File: config.mk
export PLATFORM = sky130hd
export DESIGN_NAME = dmem_beat_controller
export DESIGN_NICKNAME = d
export VERILOG_FILES = /design/src/rtl/dmem_beat_controller.sv
export SDC_FILE = /design/constraint.sdc
export NUM_CORES = 1
export LEC_CHECK = 0
export CORE_MARGIN = 3
export CORE_UTILIZATION = 40
export DETAILED_ROUTE_END_ITERATION = 6
export GPL_TIMING_DRIVEN = 0
export HOLD_SLACK_MARGIN = 0.1
export PLACE_DENSITY = 0.71
export SLEW_MARGIN = 10
export SYNTH_ARGS = -nofsm -noshare
export SYNTH_HDL_FRONTEND = slang
export SYNTH_SLANG_ARGS = --single-unit
File: constraint.sdc
create_clock -name clock -period 34.4 [get_ports clock]
set_input_delay 6.88 -clock clock [delete_from_list [all_inputs] [get_ports clock]]
set_output_delay 6.88 -clock clock [all_outputs]
set_load 0.01 [all_outputs]
File: src/rtl/dmem_beat_controller.sv
// Serialises a 128-bit core data request into four 32-bit SRAM beats.
// Optional DMEM_WRITE_SKIP_EN drops write beats whose lane strobes are zero.
module dmem_beat_controller #(
  parameter int READ_LATENCY = 1,
  parameter int MEM_ADDR_W   = 30
) (
  input  logic                  clock,
  input  logic                  async_reset,
  input  logic                  memory_transaction,
  input  logic                  mem_write,
  input  logic [31:0]           address,
  input  logic [127:0]          write_data_bus,
  input  logic [15:0]           byte_enablers,
  output logic [127:0]          read_data_bus,
  output logic                  data_ready,
  output logic                  mem_chip_select,
  output logic                  mem_write_enable,
  output logic [MEM_ADDR_W-1:0] mem_address,
  output logic [3:0]            mem_byte_enable,
  output logic [31:0]           mem_write_data,
  input  logic [31:0]           mem_read_data
);

  typedef enum logic [1:0] {IDLE, ISSUE, DRAIN, DONE} state_t;

  state_t                         state_q, state_d;
  logic                           we_q, we_d;
  logic [MEM_ADDR_W-1:0]          base_q, base_d;
  logic [127:0]                   wdata_q, wdata_d;
  logic [15:0]                    be_q, be_d;
  logic [3:0]                     pend_q, pend_d;
  logic [127:0]                   buf_q, buf_d;
  logic [127:0]                   rdata_q, rdata_d;
  logic [READ_LATENCY-1:0]        tv_q, tv_d;
  logic [READ_LATENCY-1:0][1:0]   tl_q, tl_d;
  logic [1:0]                     beat;
  logic [3:0]                     live;
  logic                           unused_addr;

  assign unused_addr = ^address[1:0];

`ifdef DMEM_WRITE_SKIP_EN
  always_comb begin
    live = 4'h0;
    for (int i = 0; i < 4; i++)
      live[i] = !mem_write || (|byte_enablers[4*i +: 4]);
  end
`else
  assign live = 4'hF;
`endif

  // Beats go out lowest pending lane first
  always_comb begin
    if (pend_q[0])      beat = 2'd0;
    else if (pend_q[1]) beat = 2'd1;
    else if (pend_q[2]) beat = 2'd2;
    else                beat = 2'd3;
  end

  always_comb begin
    state_d          = state_q;
    we_d             = we_q;
    base_d           = base_q;
    wdata_d          = wdata_q;
    be_d             = be_q;
    pend_d           = pend_q;
    buf_d            = buf_q;
    rdata_d          = rdata_q;
    read_data_bus    = rdata_q;
    data_ready       = 1'b0;
    mem_chip_select  = 1'b0;
    mem_write_enable = 1'b0;
    mem_address      = '0;
    mem_byte_enable  = 4'h0;
    mem_write_data   = 32'h0;
    tv_d             = '0;
    tl_d             = '0;
    tl_d[0]          = beat;
    for (int i = 1; i < READ_LATENCY; i++) begin
      tv_d[i] = tv_q[i-1];
      tl_d[i] = tl_q[i-1];
    end
    if (tv_q[READ_LATENCY-1])
      buf_d[{tl_q[READ_LATENCY-1], 5'b0} +: 32] = mem_read_data;

    unique case (state_q)
      IDLE: begin
        if (memory_transaction) begin
          we_d    = mem_write;
          base_d  = address[MEM_ADDR_W+1:2];
          wdata_d = write_data_bus;
          be_d    = byte_enablers;
          pend_d  = live;
          state_d = ISSUE;
        end
      end
      ISSUE: begin
        if (pend_q == 4'h0) begin
          state_d = DONE;
        end else begin
          mem_chip_select  = 1'b1;
          mem_write_enable = we_q;
          mem_address      = base_q + MEM_ADDR_W'(beat);
          mem_byte_enable  = we_q ? be_q[{beat, 2'b00} +: 4] : 4'hF;
          mem_write_data   = wdata_q[{beat, 5'b0} +: 32];
          tv_d[0]          = !we_q;
          pend_d           = pend_q & ~(4'b0001 << beat);
          if (pend_d == 4'h0)
            state_d = we_q ? DONE : DRAIN;
        end
      end
      DRAIN: begin
        if (tv_q[READ_LATENCY-1] && tl_q[READ_LATENCY-1] == 2'd3)
          state_d = DONE;
      end
      DONE: begin
        data_ready = 1'b1;
        if (!we_q) begin
          read_data_bus = buf_q;
          rdata_d       = buf_q;
        end
        state_d = IDLE;
      end
      default: state_d = IDLE;
    endcase
  end

  always_ff @(posedge clock or posedge async_reset) begin
    if (async_reset) begin
      state_q <= IDLE;
      we_q    <= 1'b0;
      base_q  <= '0;
      wdata_q <= '0;
      be_q    <= '0;
      pend_q  <= '0;
      buf_q   <= '0;
      rdata_q <= '0;
      tv_q    <= '0;
      tl_q    <= '0;
    end else begin
      state_q <= state_d;
      we_q    <= we_d;
      base_q  <= base_d;
      wdata_q <= wdata_d;
      be_q    <= be_d;
      pend_q  <= pend_d;
      buf_q   <= buf_d;
      rdata_q <= rdata_d;
      tv_q    <= tv_d;
      tl_q    <= tl_d;
    end
  end

endmodule

Word-level counts from Yosys, hierarchy flattened --
Index checks and enable logic that the tools add are counted. W data, S select, Z words.
Storage, ports and cells: register bits 440, latch bits 0, bits in writable memories 0, bits in read-only memories 0, output and inout bits 197, word-level logic and storage cells 65, memories 0
Operators by class: add/sub/neg operators 2, $mul 0, divide/modulo/power cells 0, order comparisons 0, equality and inequality tests 8, shift-type cells 5, mux-type cells 29, bitwise gates (word level) 2, reductions and logical operators 9
Operators by type and width (count):
- $mux W128 | 2
- $bwmux W128 | 1
- $shift A32 B9 Y128 const A | 1
- $shiftx A128 B8 Y32 | 1
- $shiftx A32 B9 Y128 | 1
- $mux W32 | 2
- $mux W30 | 2
- $add A30 B2 Y30 | 1
- $mux W4 | 5
- $shiftx A16 B5 Y4 | 1
- $mux W2 | 6
- $mux W1 | 9
- $neg A7 Y9 | 1
- $logic_not A4 Y1 | 2
- $pmux W2 S4 | 1
- $pmux W4 S2 | 1
- $eq A2 B2 Y1 const B | 3
- $ne A2 B2 Y1 const B | 3
- $reduce_and A3 Y1 | 2
- $and A4 B4 Y4 | 1
- $not A4 Y4 | 1
- $shl A1 B2 Y4 const A | 1
- $ne A3 B3 Y1 const B | 1
- $eq A2 B1 Y1 const B | 1
- 5 further kinds | 5

Longest topological paths before layout --
Gate-level depths: netlist of the first run.
depth in word-level cells 10, mapped depth 11, mapped depth without buffers 7

Least setup slack after synthesis of the first run --
No wires, ideal clock.
path type flip-flop to output port, from register pend_q[0], to output mem_address[18], arrival time 2318 ps, setup slack 25202 ps, cell stages (with the launch flop) 9, path buffers 2, path through dfrtp_1 -> buf_6 -> clkbuf_1 -> a21oi_1 -> ha_1 -> ha_1 -> o2111ai_2 -> or4_1 -> a21oi_1
Between the ends: cells in the longest elaborated chain, start to end 4, elaborated cells on any way between the ends 5, those cells by class add/sub: 1; mux: 3; reduce/logical: 1
RTL lines:
- start, declared | RTL line 31 | logic [3:0] pend_q, pend_d;
- start signal, assigned | RTL line 146 | pend_q <= pend_d;
- $mux W2 | RTL line 54 | if (pend_q[0]) beat = 2'd0;
- $add A30 B2 Y30 | RTL line 103 | mem_address = base_q + MEM_ADDR_W'(beat);
- $mux W30 * | RTL line 98 | if (pend_q == 4'h0) begin
- $mux W30 * | RTL line 86 | unique case (state_q)
- end, declared | RTL line 18 | output logic [MEM_ADDR_W-1:0] mem_address,
Every way passes the cells marked *; elsewhere a longest branch is shown, timed or not.

Worst setup path after layout of the first run --
from register pend_q[0], to output mem_address[3]
The elaborated chain is that of the path after synthesis.

==> impl_metrics.tcl, run 1 <==
set metrics [dict create \
    ff2ff_setup_slack_ns 31.80 \
    p_leak_nw 11.3 \
    grt-ovfl-total 0 \
    worstSkewPairLatency_ns 0.57 \
    vias_per_cell 5.29 \
    finClkSkew_ns 0.0149 \
    ant_nets 0 \
    hold_depth 1 \
    boundaryPins 409 \
    first_iter_violations 812 \
    clk_pin_slew_ns 0.06 \
    synthTopCellsByCount "dfrtp_1, mux2_2, a22o_1" \
    post_cts_buffers 0 \
    grt_pass1_vias 13800 \
    worstReg2RegStart "tl_q[0]$_DFF_PP0_" \
    grtUsageTotal_pct 21.4 \
    root_buffer "clkbuf_16" \
    setup_viol 0 \
    routed-via-count 12900 \
    rsz0062_at_grt "false" \
    cp-startpoint "pend_q[0]$_DFFE_PP0P_" \
    path_class "reg -> out" \
    die_area_mm2 0.0489 \
    netlist.area_leader.share_pct 59.4 \
    ys_warn_count 0 \
    ys_async_sr_fraction_pct 100 \
    die_h_um 221 \
    drv_slew 0 \
    yosysMostFrequentCell "dfrtp_1" \
    drv_cap 0 \
    start_util_pct 40.6 \
    crit_required_ns 27.52 \
    dp_hpwl_mm 39.1 \
    n_fill_cell 3818 \
    hold_violations 0 \
    antenna_found_initial 9 \
    synth.area.top_cells "dfrtp_1, mux2_2, a22o_1, mux2i_1, o21ai_0" \
    hp-class "reg -> reg" \
    yosysSeqAreaShare_pct 59.4 \
    cts_resized 0 \
    drive_above_1_share_pct 24.5 \
    grt_max_degree 117 \
    seqCellArea_mm2 0.0110 \
    rows 78 \
    peakVddDrop_uv 48.9 \
    syn_inst 1340 \
    p_per_area_mw_per_mm2 87.7 \
    die_w_um 221 \
    gp_congestion 0.882 \
    tns_ns 0 \
    cts_max_level 2 \
    min-delay-start "rdata_q[42]$_DFF_PP0_" \
    grt_pass1_wl_mm 82.6 \
    power_mw 2.20 \
    rr_endpoint "buf_q[105]$_DFFE_PP0P_" \
    max_slew.worst_pin.slew_ns 0.915 \
    cp-end-kind "output pin" \
    clock_sinks 440 \
    cts_hold_buf 0 \
    syn_nets 1565 \
    syn_area_mm2 0.0185 \
    finalCriticalPeriod_ns 11.02 \
    io_buffers 406 \
    crit_path_max_fanout 10 \
    cts_made_buffers 47 \
    holdPathEnd "rdata_q[42]$_DFF_PP0_" \
    drc_errors 0 \
    drt-wirelength-per-cell_um 21.8 \
    status "finished, final reports clean" \
    core_mm2 0.0456 \
    final_nets 2024 \
    max_freq_ghz 0.0908 \
    final.period_utilization_pct 32.0 \
    ys_ff_latch 440 \
    multiInputGateArea_mm2 0.00706 \
    whs_ns 0.493 \
    r2r.worst_path.cells 5 \
    wl_mm 53.3 \
    ctsLongestPathBuffers 3 \
    netlist.top_cell.by_area "dfrtp_1" \
    ys_types 52 \
    crit_path_start_kind "flip-flop" \
    first_pass_iters 4 \
    synth_edf_count 0 \
    syn_avg_cell_area_um2 13.8 \
    relSlewSlack_pct 38.4 \
    cts_tree "done" \
    crit_arrival_ns 4.14 \
    ys.flop_type "dfrtp_1" \
    synthToLayoutAreaGrowth_pct 35.3 \
]
==> per-stage QoR <==
step	std cells	util [%]	setup WS, ns	cell area (um^2)
floorplan	1340	-	15.26	18500
CTS	2436	54.9	23.37	25000
detailed placement	2350	51.5	23.99	23500
global placement	2346	51.2	10.35	23300
global route	2440	55.0	23.15	25100
finish	2442	55.0	23.38	25100
==> cells by family after synthesis <==
group / synth area share [%]
flip-flops: 59.4
buffers and inverters: 2.42
adder cells (fa/ha/maj): 0.932
multiplexers: 22.6
XOR/XNOR: 0.284
AND/OR/NAND/NOR: 4.88
AO/OA/AOI/OAI: 9.40
==> routing by layer <==
| layer | vias up | global-route usage, % | wire length, um |
|---|---|---|---|
| li1 | 5798 | - | - |
| met1 | 6607 | 26.7 | 21700 |
| met3 | 91 | 6.75 | 4430 |
| met4 | 6 | 6.42 | 1290 |
| met5 | - | 0 | 39 |
| met2 | 422 | 35.9 | 25900 |
==> power by group <==
| group | switching (mW) | internal [mW] | total, mW |
|---|---|---|---|
| sequential | 0.106 | 0.709 | 0.815 |
| combinational | 0.415 | 0.453 | 0.868 |
| clock | 0.210 | 0.305 | 0.515 |
| total | 0.730 | 1.47 | 2.20 |
==> registers in the layout (all words and copies together), names as in the netlist <==
signal,cells
be_q,16
tl_q,2
rdata_q,128
wdata_q,128
state_q,2
we_q,1
pend_q,4
buf_q,128
base_q,30
tv_q,1
==> cell usage in the layout (no fill, tap or decap), drive strengths merged, types with 2 or more instances in the layout <==
cell,n
dfrtp,440
clkdlybuf4s50,406
mux2,303
a22o,128
clkbuf,101
mux2i,78
nand2,60
buf,56
o21ai,48
nor2,43
a21oi,27
clkinv,15
ha,13
o31ai,12
or4,12
inv,12
nand4,8
nor4,8
diode,6
and2,6
nand2b,6
nor2b,5
xor2,4
nand3,4
or3,4
bufinv,4
and3,3
nor4b,3
clkinvlp,3
o211ai,3
and4,3
o31a,2
xnor2,2
nor3b,2
o2111ai,2
==> how the worst max path moves through the flow <==
| stage | cells after the start | endpoint | slack (ns) |
|---|---|---|---|
| 2_1_floorplan | 1 | base_q[0]$_DFFE_PP0P_ | 15.26 |
| 3_3_place_gp | 2 | wdata_q[117]$_DFFE_PP0P_ | 10.35 |
| 3_5_place_dp | 11 | mem_address[3] | 23.99 |
| 4_1_cts | 11 | mem_address[3] | 23.37 |
| 5_1_grt | 11 | mem_address[3] | 23.15 |
| 6_report | 11 | mem_address[3] | 23.38 |
==> worst max-delay path, cell delays in order (launching register included) <==
cell and delay [ns]:
dfrtp_1 0.48, buf_6 0.20, clkbuf_1 0.58, a21oi_1 0.13
ha_1 0.28, o21bai_1 0.19, a21oi_1 0.34, buf_4 0.25
buf_4 0.20, o21ai_0 0.09, a21oi_1 0.22, clkdlybuf4s50_1 0.59
==> layout make-up <==
type,count,area share [%]
sequential,440,43.9
multi-input combinational,799,28.2
inverter,11,0.195
buffer,90,1.62
tap,600,3.00
clock buffer,63,5.38
timing repair buffer,410,16.7
antenna,6,0.0599
clock inverter,23,0.949
No activity file was read; power rests on OpenSTA's default activity.
==> run 2: changes to the inputs <==
==> constraint.sdc (replaced) <==
create_clock -name clock -period 10.2 [get_ports clock]
set_input_delay 2.04 -clock clock [delete_from_list [all_inputs] [get_ports clock]]
set_output_delay 2.04 -clock clock [all_outputs]
set_load 0.01 [all_outputs]
==> impl_metrics.tcl, run 2 (synthesis gave the netlist of run 1 again) <==
set metrics [dict create \
    status "finished, final reports clean" \
    first_pass_iters 5 \
    gp_congestion 0.869 \
    pre_cts_ws_ns 4.59 \
    cts_max_level 2 \
    die_area_mm2 0.0489 \
    fin_area_mm2 0.0252 \
    whs_ns 0.495 \
    drt-wirelength-per-cell_um 22.1 \
    crit_arrival_ns 4.13 \
    min-delay-start "rdata_q[99]$_DFF_PP0_" \
    fin_cells 2451 \
    layout_commonest_cell "dfrtp_1" \
    grt_max_degree 42 \
    p_per_area_mw_per_mm2 294 \
    root_buffer "clkbuf_16" \
    crit_path_start_kind "flip-flop" \
    power_mw 7.39 \
    finClkSkew_ns 0.00840 \
    synthToLayoutAreaGrowth_pct 35.9 \
    rows 78 \
    setup_viol 0 \
    max_freq_ghz 0.162 \
    placed_cells 2360 \
    clock_sinks 440 \
    final.period_utilization_pct 60.5 \
    comb_power_share_pct 39.8 \
    internal_power_mw 4.93 \
    r2r.worst_path.cells 5 \
    drive_above_1_share_pct 24.5 \
    boundaryPins 409 \
    place_area_mm2 0.0236 \
    grtUsageTotal_pct 21.6 \
    cts_made_buffers 47 \
    start_util_pct 40.6 \
    final_util_pct 55.2 \
    p_seq_share_pct 37.2 \
    die_w_um 221 \
    drc_errors 0 \
    grt_pass1_wl_mm 83.1 \
    routed-via-count 13100 \
    switching_share_pct 33.2 \
    ant_nets 0 \
    die_h_um 221 \
    hold_depth 1 \
    largestRegisters "buf_q: 128 flops, rdata_q: 128 flops, wdata_q: 128 flops" \
    crit_path_max_fanout 10 \
    path_class "reg -> out" \
    ff2ff_setup_slack_ns 7.60 \
    clk_pin_slew_ns 0.06 \
    first_iter_violations 643 \
    ctsLongestPathBuffers 3 \
    vias_per_cell 5.36 \
    cts_hold_buf 0 \
    peakVddDrop_uv 185 \
    max_slew.worst_pin.slew_ns 0.904 \
    p_leak_nw 11.4 \
    core_mm2 0.0456 \
    crit_required_ns 8.16 \
    wl_mm 54.2 \
    setup_ws_ns 4.03 \
    finalCriticalPeriod_ns 6.17 \
    io_buffers 406 \
    hp-class "reg -> reg" \
    switchingPower_mw 2.46 \
    post_cts_buffers 0 \
    rsz0062_at_grt "false" \
    worstReg2RegStart "tl_q[0]$_DFF_PP0_" \
    worstSkewPairLatency_ns 0.57 \
    drv_cap 0 \
    cp-end-kind "output pin" \
    grt-ovfl-total 0 \
    cts_resized 0 \
    tns_ns 0 \
    layout_common_cells "dfrtp_1, clkdlybuf4s50_1, mux2_2" \
    drv_slew 0 \
    holdPathEnd "rdata_q[99]$_DFF_PP0_" \
    clock_power_share_pct 23.0 \
    hold_violations 0 \
    rr_endpoint "buf_q[114]$_DFFE_PP0P_" \
    grt_pass1_vias 13900 \
    cts_tree "done" \
    dp_hpwl_mm 40.2 \
    antenna_found_initial 10 \
    relSlewSlack_pct 39.1 \
    final_nets 2034 \
]
[run 2: changes by cell type in the layout (fill, tap and decap cells not counted), moves of 2 or more]
| cell | change |
|---|---|
| buf_16 | -3 |
| clkinvlp_4 | +2 |
| clkbuf_8 | +2 |
| clkinv_2 | -8 |
| clkbuf_1 | +8 |
| buf_12 | +13 |
[run 2: layout make-up]
class,count,area [um^2]
sequential,440,11000
buffer,90,407
fill,3819,20400
clock buffer,72,1380
multi-input combinational,799,7060
clock inverter,14,159
inverter,11,45.0
tap,600,751
antenna,5,12.5
timing repair buffer,420,4350
[run 2: metal layers]
metal	global-route usage (%)	vias to the layer above	wire, um
met4	5.53	14	1270
met5	0	-	92
met1	26.4	6740	21800
met3	8.00	98	4650
li1	-	5836	-
met2	36.5	456	26400
[run 2: how the worst max path moves through the flow]
stage	start	endpoint	slack [ns]	cells after the start
2_1_floorplan	async_reset	base_q[0]$_DFFE_PP0P_	2.21	1
3_3_place_gp	async_reset	buf_q[102]$_DFFE_PP0P_	-0.57	2
3_5_place_dp	pend_q[0]$_DFFE_PP0P_	mem_address[11]	4.59	11
4_1_cts	pend_q[0]$_DFFE_PP0P_	mem_address[11]	3.96	11
5_1_grt	pend_q[0]$_DFFE_PP0P_	mem_address[13]	3.82	11
6_report	pend_q[0]$_DFFE_PP0P_	mem_address[13]	4.03	11
[run 2: power by group through the flow]
stage / Sequential, mW / Clock (mW) / Combinational, mW
3_5_place_dp: 2.77 / 0 / 2.95
5_1_grt: 2.83 / 1.83 / 3.16
6_report: 2.75 / 1.70 / 2.94
4_1_cts: 2.75 / 1.75 / 2.97
3_3_place_gp: 2.75 / 0 / 2.88
2_1_floorplan: 2.66 / 0 / 1.78
[run 2: worst max-delay path, cell delays in order (launching register included)]
cell and delay [ns]:
dfrtp_1 0.48, buf_6 0.20, clkbuf_1 0.58, a21oi_1 0.13, ha_1 0.27, o21bai_1 0.18
a21oi_1 0.36, buf_4 0.26, buf_4 0.19, o31ai_1 0.09, a21oi_1 0.22, clkdlybuf4s50_1 0.58
